**src/rtl/cnn_pkg.sv**
```systemverilog
// Shared geometry and derived widths for the convolution front end.
// Every block in the window path imports this package instead of taking parameters.
package cnn_pkg;
  localparam int DATA_WIDTH = 16;
  localparam int F          = 5;
  localparam int W          = 28;
  localparam int H          = 28;

  localparam int COL_W  = $clog2(W);
  localparam int ROW_W  = $clog2(H);
  localparam int WCOL_W = $clog2(W - F + 1);
  localparam int WROW_W = $clog2(H - F + 1);
  localparam int WIN_W  = F * F * DATA_WIDTH;
endpackage

```
**src/rtl/line_buffer.sv**
```systemverilog
// One image row of pixel storage.
// Reads are combinational and writes are registered, sharing a single address.
module line_buffer
  import cnn_pkg::*;
(
  input  logic                  clk,
  input  logic                  we,
  input  logic [COL_W-1:0]      addr,
  input  logic [DATA_WIDTH-1:0] wdata,
  output logic [DATA_WIDTH-1:0] rdata
);

  logic [DATA_WIDTH-1:0] mem [W];

  // Contents are deliberately not reset.
  // Partial windows are never emitted, so stale entries cannot reach the output.
  always_ff @(posedge clk) begin
    if (we) mem[addr] <= wdata;
  end

  assign rdata = mem[addr];

endmodule

```
**src/rtl/conv_window_buffer.sv**
```systemverilog
// Raster-stream to F x F sliding-window generator with a valid/ready output.
// The pixel stream stalls while a captured patch has not been consumed.
module conv_window_buffer
  import cnn_pkg::*;
(
  input  logic                  clk,
  input  logic                  reset,
  input  logic [DATA_WIDTH-1:0] pixel_in,
  input  logic                  pixel_valid,
  output logic                  pixel_ready,
  output logic [WIN_W-1:0]      window,
  output logic                  window_valid,
  input  logic                  window_ready,
  output logic [WROW_W-1:0]     window_row,
  output logic [WCOL_W-1:0]     window_col,
  output logic                  frame_done
);

  logic                  accept;
  logic                  capture;
  logic                  last_col;
  logic                  last_pix;
  logic [COL_W-1:0]      col;
  logic [ROW_W-1:0]      row;
  logic [DATA_WIDTH-1:0] lb_rd   [F-1];
  logic [DATA_WIDTH-1:0] sw      [F][F];
  logic [DATA_WIDTH-1:0] sw_next [F][F];
  logic [WIN_W-1:0]      sw_flat;

  assign pixel_ready = !window_valid || window_ready;
  assign accept      = pixel_valid && pixel_ready;
  assign last_col    = (col == COL_W'(W - 1));
  assign last_pix    = last_col && (row == ROW_W'(H - 1));
  assign capture     = accept && (row >= ROW_W'(F - 1)) && (col >= COL_W'(F - 1));

  // Buffer k holds the row k+1 above the current one.
  // On each accept, the column cascades one buffer further up.
  for (genvar k = 0; k < F - 1; k++) begin : g_lb
    if (k == 0) begin : g_first
      line_buffer u_lb (
        .clk   (clk),
        .we    (accept),
        .addr  (col),
        .wdata (pixel_in),
        .rdata (lb_rd[k])
      );
    end else begin : g_rest
      line_buffer u_lb (
        .clk   (clk),
        .we    (accept),
        .addr  (col),
        .wdata (lb_rd[k-1]),
        .rdata (lb_rd[k])
      );
    end
  end

  always_comb begin
    sw_next = sw;
    sw_flat = '0;
    for (int r = 0; r < F; r++) begin
      for (int c = 0; c < F - 1; c++) begin
        sw_next[r][c] = sw[r][c+1];
      end
    end
    // Oldest row sits at the top of the new right-hand column.
    for (int r = 0; r < F - 1; r++) begin
      sw_next[r][F-1] = lb_rd[F-2-r];
    end
    sw_next[F-1][F-1] = pixel_in;
    for (int r = 0; r < F; r++) begin
      for (int c = 0; c < F; c++) begin
        sw_flat[DATA_WIDTH*(r*F+c) +: DATA_WIDTH] = sw_next[r][c];
      end
    end
  end

  always_ff @(posedge clk or posedge reset) begin
    if (reset) begin
      col          <= '0;
      row          <= '0;
      sw           <= '{default: '0};
      window       <= '0;
      window_valid <= 1'b0;
      window_row   <= '0;
      window_col   <= '0;
      frame_done   <= 1'b0;
    end else begin
      frame_done <= accept && last_pix;
      if (accept) begin
        sw <= sw_next;
        if (last_col) begin
          col <= '0;
          row <= last_pix ? '0 : row + 1'b1;
        end else begin
          col <= col + 1'b1;
        end
      end
      if (capture) begin
        window       <= sw_flat;
        window_valid <= 1'b1;
        window_row   <= WROW_W'(row - ROW_W'(F - 1));
        window_col   <= WCOL_W'(col - COL_W'(F - 1));
      end else if (window_ready) begin
        window_valid <= 1'b0;
      end
    end
  end

endmodule

```
**config.mk**
```make
export PLATFORM = sky130hd
export DESIGN_NAME = conv_window_buffer
export DESIGN_NICKNAME = d
export VERILOG_FILES = /design/src/rtl/cnn_pkg.sv /design/src/rtl/line_buffer.sv /design/src/rtl/conv_window_buffer.sv
export SDC_FILE = /design/constraint.sdc
export NUM_CORES = 2
export LEC_CHECK = 0
export BUFFER_PORTS_ARGS = -buffer_cell sky130_fd_sc_hd__buf_2
export CORE_UTILIZATION = 50
export CTS_BUF_LIST = sky130_fd_sc_hd__clkbuf_4 sky130_fd_sc_hd__clkbuf_8
export CTS_CLUSTER_SIZE = 8
export DETAILED_ROUTE_END_ITERATION = 8
export HOLD_SLACK_MARGIN = 0.06
export PLACE_DENSITY_LB_ADDON = 0.12
export SYNTH_ARGS = -nofsm -noshare
export SYNTH_HDL_FRONTEND = slang
export SYNTH_SLANG_ARGS = --single-unit
```
**constraint.sdc**
```tcl
create_clock -name clk -period 30.9 [get_ports clk]
set_clock_uncertainty 0.05 [all_clocks]
set_input_delay 6.18 -clock clk [delete_from_list [all_inputs] [get_ports clk]]
set_output_delay 6.18 -clock clk [all_outputs]
set_load 0.005 [all_outputs]
```
### After elaboration in Yosys (flattened, before gate mapping)

Memories as Yosys holds them, arrays and structs flattened.
Index checks and enable logic that the tools add are counted.

* memory bits (read-only): 0
* bits of input ports: 20
* latch bits: 0
* logic and storage cells: 54
* bits in writable memories: 1792
* bits in registers: 742
* memories: 4

Memories
* g_lb[0].g_first.u_lb.mem: depth 28, bits a word 16, read ports 1, clocked after memory_dff 0, wr ports 1, RTL line line_buffer.sv:13 `logic [DATA_WIDTH-1:0] mem [W];`
* g_lb[1].g_rest.u_lb.mem: depth 28, bits a word 16, read ports 1, clocked after memory_dff 0, wr ports 1, RTL line line_buffer.sv:13
* g_lb[2].g_rest.u_lb.mem: depth 28, bits a word 16, read ports 1, clocked after memory_dff 0, wr ports 1, RTL line line_buffer.sv:13
* g_lb[3].g_rest.u_lb.mem: depth 28, bits a word 16, read ports 1, clocked after memory_dff 0, wr ports 1, RTL line line_buffer.sv:13

* muxes and demuxes: 6
* div/mod/pow operators: 0
* bitwise operators: 0
* eq/ne operators: 2
* multipliers: 0
* add/subtract/negate cells: 4
* shift-type cells: 0
* $lt $le $gt $ge: 2
* reductions and logical operators: 9

Operator list (number)
* adder 5 x 1 -> 5 bit (second input constant): 2
* equality test 5 bit (second input constant): 2
* greater-or-equal comparator 5 x 3 -> 1 bit (second input constant): 2
* two-way mux 5 bit: 2
* subtractor 5 x 3 -> 5 bit (second input constant): 2
* logical AND 1 bit: 5
* two-way mux 1 bit: 4
* AND reduction 2 bit: 1
* nonzero test 2 bit: 1
* zero test 1 bit: 1
* logical OR 1 bit: 1

### Logic depth before layout (Yosys ltp)

* depth after elaboration: 6
* gate-level depth with buffers: 13

### Hierarchy

Synthesis repeated with hierarchy kept, for this count alone.

* cell total of the unflattened synthesis: 5837
* area, all modules: 97240.8 µm²

By module, submodules not included
* line_buffer: area each 17394.2 µm², cells each 873, sequential area each 13452.9 µm², instances 4
* conv_window_buffer: area each 27664.0 µm², cells each 2345, sequential area each 18567.8 µm², instances 1

### Least setup slack after synthesis

OpenSTA, ideal clock, no wires.

* path kind: input port to output port
* start point: in window_ready
* end point: out pixel_ready
* data required time: 24670 ps
* path slack: 18319 ps
* cell stages on the path: 1
* arrival: 6351 ps
* path buffers: 0
* path through: nand2b_1

* cells in the longest elaborated chain, start to end: 1

Ends and longest elaborated chain
* start: declaration: RTL line conv_window_buffer.sv:13 `input logic window_ready,`
* logical OR 1 bit: RTL line conv_window_buffer.sv:30 `assign pixel_ready = !window_valid || window_ready;`
* end: declaration: RTL line conv_window_buffer.sv:10 `output logic pixel_ready,`

Every way passes these cells.

### Worst setup path in the final report

Ends and elaborated chain as after synthesis.

==> flow_metrics.env <==
export IMPL_drcViolationCount=0
export IMPL_status="complete, no violations"
export IMPL_required_ps=24670
export IMPL_yosysMostFrequentCell="edfxtp_1"
export IMPL_dp_slack_ps=18000
export IMPL_clock_latency_ps=1080
export IMPL_ys_flop_type="edfxtp_1"
export IMPL_cp_top_family="buffers and inverters"
export IMPL_synth_top_cell_area_share=0.560
export IMPL_rsz0062_at_grt="false"
export IMPL_drive_above_1_share=0.270
export IMPL_syn_inst=5694
export IMPL_cp_max_fo=5
export IMPL_drtPass1Iterations=5
export IMPL_cap_violations=0
export IMPL_fin_area_mm2=0.109
export IMPL_cts_repair_resized=0
export IMPL_cts_buffers=420
export IMPL_peakVddDrop_mv=0.0973
export IMPL_p_sw_frac=0.348
export IMPL_finalWirelength_um=244000
export IMPL_htreeDepth=5
export IMPL_worstMarginPinSlew_ps=1210
export IMPL_io_pin_count=433
export IMPL_setup_tns_ps=0
export IMPL_critPathKind="input pin to output pin"
export IMPL_holdBufCountCts=0
export IMPL_cts_tree="yes"
export IMPL_pwr_share_clk=0.236
export IMPL_dpl_cell_area_mm2=0.101
export IMPL_powerDensity_mw_per_mm2=111
export IMPL_post_route_period_util=0.417
export IMPL_combPwrFrac=0.320
export IMPL_netlist_area_mm2=0.0960
export IMPL_critPathBufInv=2
export IMPL_wl_per_cell_um=26.5
export IMPL_synthToLayoutAreaGrowth_pct=13.8
export IMPL_die_y_um=440
export IMPL_die_w_um=440
export IMPL_synth_area_per_cell_um2=16.9
export IMPL_start_util=0.504
export IMPL_gr_total_overflow=0
export IMPL_clk_path_buf_depth=4
export IMPL_ys_ff_latch=2534
export IMPL_max_stage_delay_ps=220
export IMPL_core_mm2=0.190
export IMPL_ys_seq_area_frac=0.754
export IMPL_antenna_found_initial=5
export IMPL_internal_power_mw=7.90
export IMPL_port_buffers=432
export IMPL_p_leak_nw=42.4
export IMPL_place_congestion=0.778
export IMPL_final_setup_viol_count=0
export IMPL_post_cts_buffers=0
export IMPL_drv_slew=0
export IMPL_dieArea_mm2=0.194
export IMPL_p_sw_mw=4.22
export IMPL_routed_via_density=5.70
export IMPL_cts_clk_slew_worst_paths_ps=60
export IMPL_drt_iter0_drc=4151
export IMPL_fin_crit_ps=12900
export IMPL_crit_chain="buf_2 -> nand2b_1 -> buf_2"
export IMPL_slowest_stage="nand2b_1"
export IMPL_fin_ws_ps=18000
export IMPL_p_seq_frac=0.444
export IMPL_synth_async_reset_ratio=0.293
export IMPL_synth_cell_type_count=50
export IMPL_clock_sinks=2534
export IMPL_dr_total_vias=52500
export IMPL_synth_top_area_cell="edfxtp_1"
export IMPL_nets=6414
export IMPL_grt_max_degree=149
export IMPL_hpwl_um=136000
export IMPL_synth_nets=5728
export IMPL_fmax_mhz=77.5
export IMPL_synthTopCellsByArea="edfxtp_1 56%, dfrtp_1 19%, mux2i_1 7.9%"
export IMPL_grt_pass1_wl_um=355000
export IMPL_synth_edf_count=1792
export IMPL_fp_row_count=160
export IMPL_grt_pass1_vias=52300
export IMPL_clock_root_buffer="clkbuf_8"
export IMPL_start_kind="input pin"
export IMPL_end_kind="output pin"
export IMPL_synthTopCellsByCount="1792 x edfxtp_1, 852 x nand2_1, 762 x mux2i_1"
export IMPL_ant_nets=0
export IMPL_crit_top_cell="buf_2"
export IMPL_yosys_warnings=0
export IMPL_hp_class="flip-flop to flip-flop"
export IMPL_finalHoldViolCount=0
export IMPL_slew_headroom=0.194
export IMPL_cp_arrival_ps=6670
export IMPL_grtUsageTotal=0.250
-- flip-flops by register name, indices dropped and copies added (netlist names) --
register / count
window_row: 5
frame_done: 1
row: 5
col: 5
window: 400
window_valid: 1
sw: 320
window_col: 5
g_lb.g_rest.u_lb.mem: 1344
g_lb.g_first.u_lb.mem: 448
-- stage by stage --
step / power [mW] / utilization / hold slack, ps / instances
floorplan: 7.57 / - / 389 / 5694
global placement: 9.25 / 0.531 / 405 / 8469
detailed placement: 9.35 / 0.531 / 409 / 8469
CTS: 12.2 / 0.574 / 407 / 9201
global route: 12.6 / 0.574 / 431 / 9207
finish: 12.1 / 0.574 / 405 / 9208
-- routing by layer --
layer	GRT usage	part of all wire
met2	0.419	0.50
met4	0.0695	0.023
met5	0	0
met1	0.337	0.42
met3	0.0408	0.056
-- cell families (layout without fill, tap and decap cells) --
group                    count (synthesis)  in the layout  synth area share
buffers and inverters                  326           1322            0.0178
adder cells (fa/ha/maj)                 14             14           0.00182
AND/OR/NAND/NOR                       1108           1108            0.0486
multiplexers                          1287           1287             0.149
AO/OA/AOI/OAI                          421            421            0.0290
other                                    0              7                 0
XOR/XNOR                                 4              4          0.000365
flip-flops                            2534           2534             0.754
-- area by class of cell --
| class | count | area (um^2) |
|---|---|---|
| Fill cell | 14800 | 81100 |
| Sequential cell | 2534 | 72400 |
| Multi-Input combinational cell | 2834 | 22300 |
| Clock buffer | 647 | 7730 |
| Timing Repair Buffer | 579 | 3320 |
| Tap cell | 2511 | 3140 |
| Clock inverter | 85 | 377 |
| Inverter | 11 | 48.8 |
| Antenna cell | 7 | 17.5 |
-- power groups by stage --
stage                     Clock, mW  Combinational [mW]  Sequential, mW
after floorplan                   0                2.18            5.39
after global placement            0                3.82            5.43
after detailed placement          0                3.90            5.46
after CTS                      2.91                3.91            5.39
after global routing           3.07                4.12            5.46
final                          2.86                3.87            5.38
-- cell usage in the layout, fill, tap and decap left out, drive strengths merged, types with 63 or more instances in the layout --
cell type  Yosys  final
edfxtp      1792   1792
nand2        852    852
mux2i        762    762
dfrtp        742    742
clkbuf        87    647
buf          228    579
mux2         458    458
o22ai        268    268
nand3        125    125
a22oi        114    114
clkinv         0     75
mux4          67     67
nor4          63     63
-- final timing paths --
| path | startpoint | endpoint | slack (ps) | cells past startpoint |
|---|---|---|---|---|
| min in group asynchronous | reset | sw[127] | 5210 | 2 |
| max in group asynchronous | reset | window[155] | 21620 | 6 |
| hold reg to reg | sw[220] | window[172] | 400 | 1 |
| setup reg to reg | col[1] | sw[241] | 24540 | 10 |
| hold / removal | sw[220] | window[172] | 400 | 1 |
| setup / recovery | window_ready | pixel_ready | 18000 | 3 |
(Power assumes the default switching activity.)
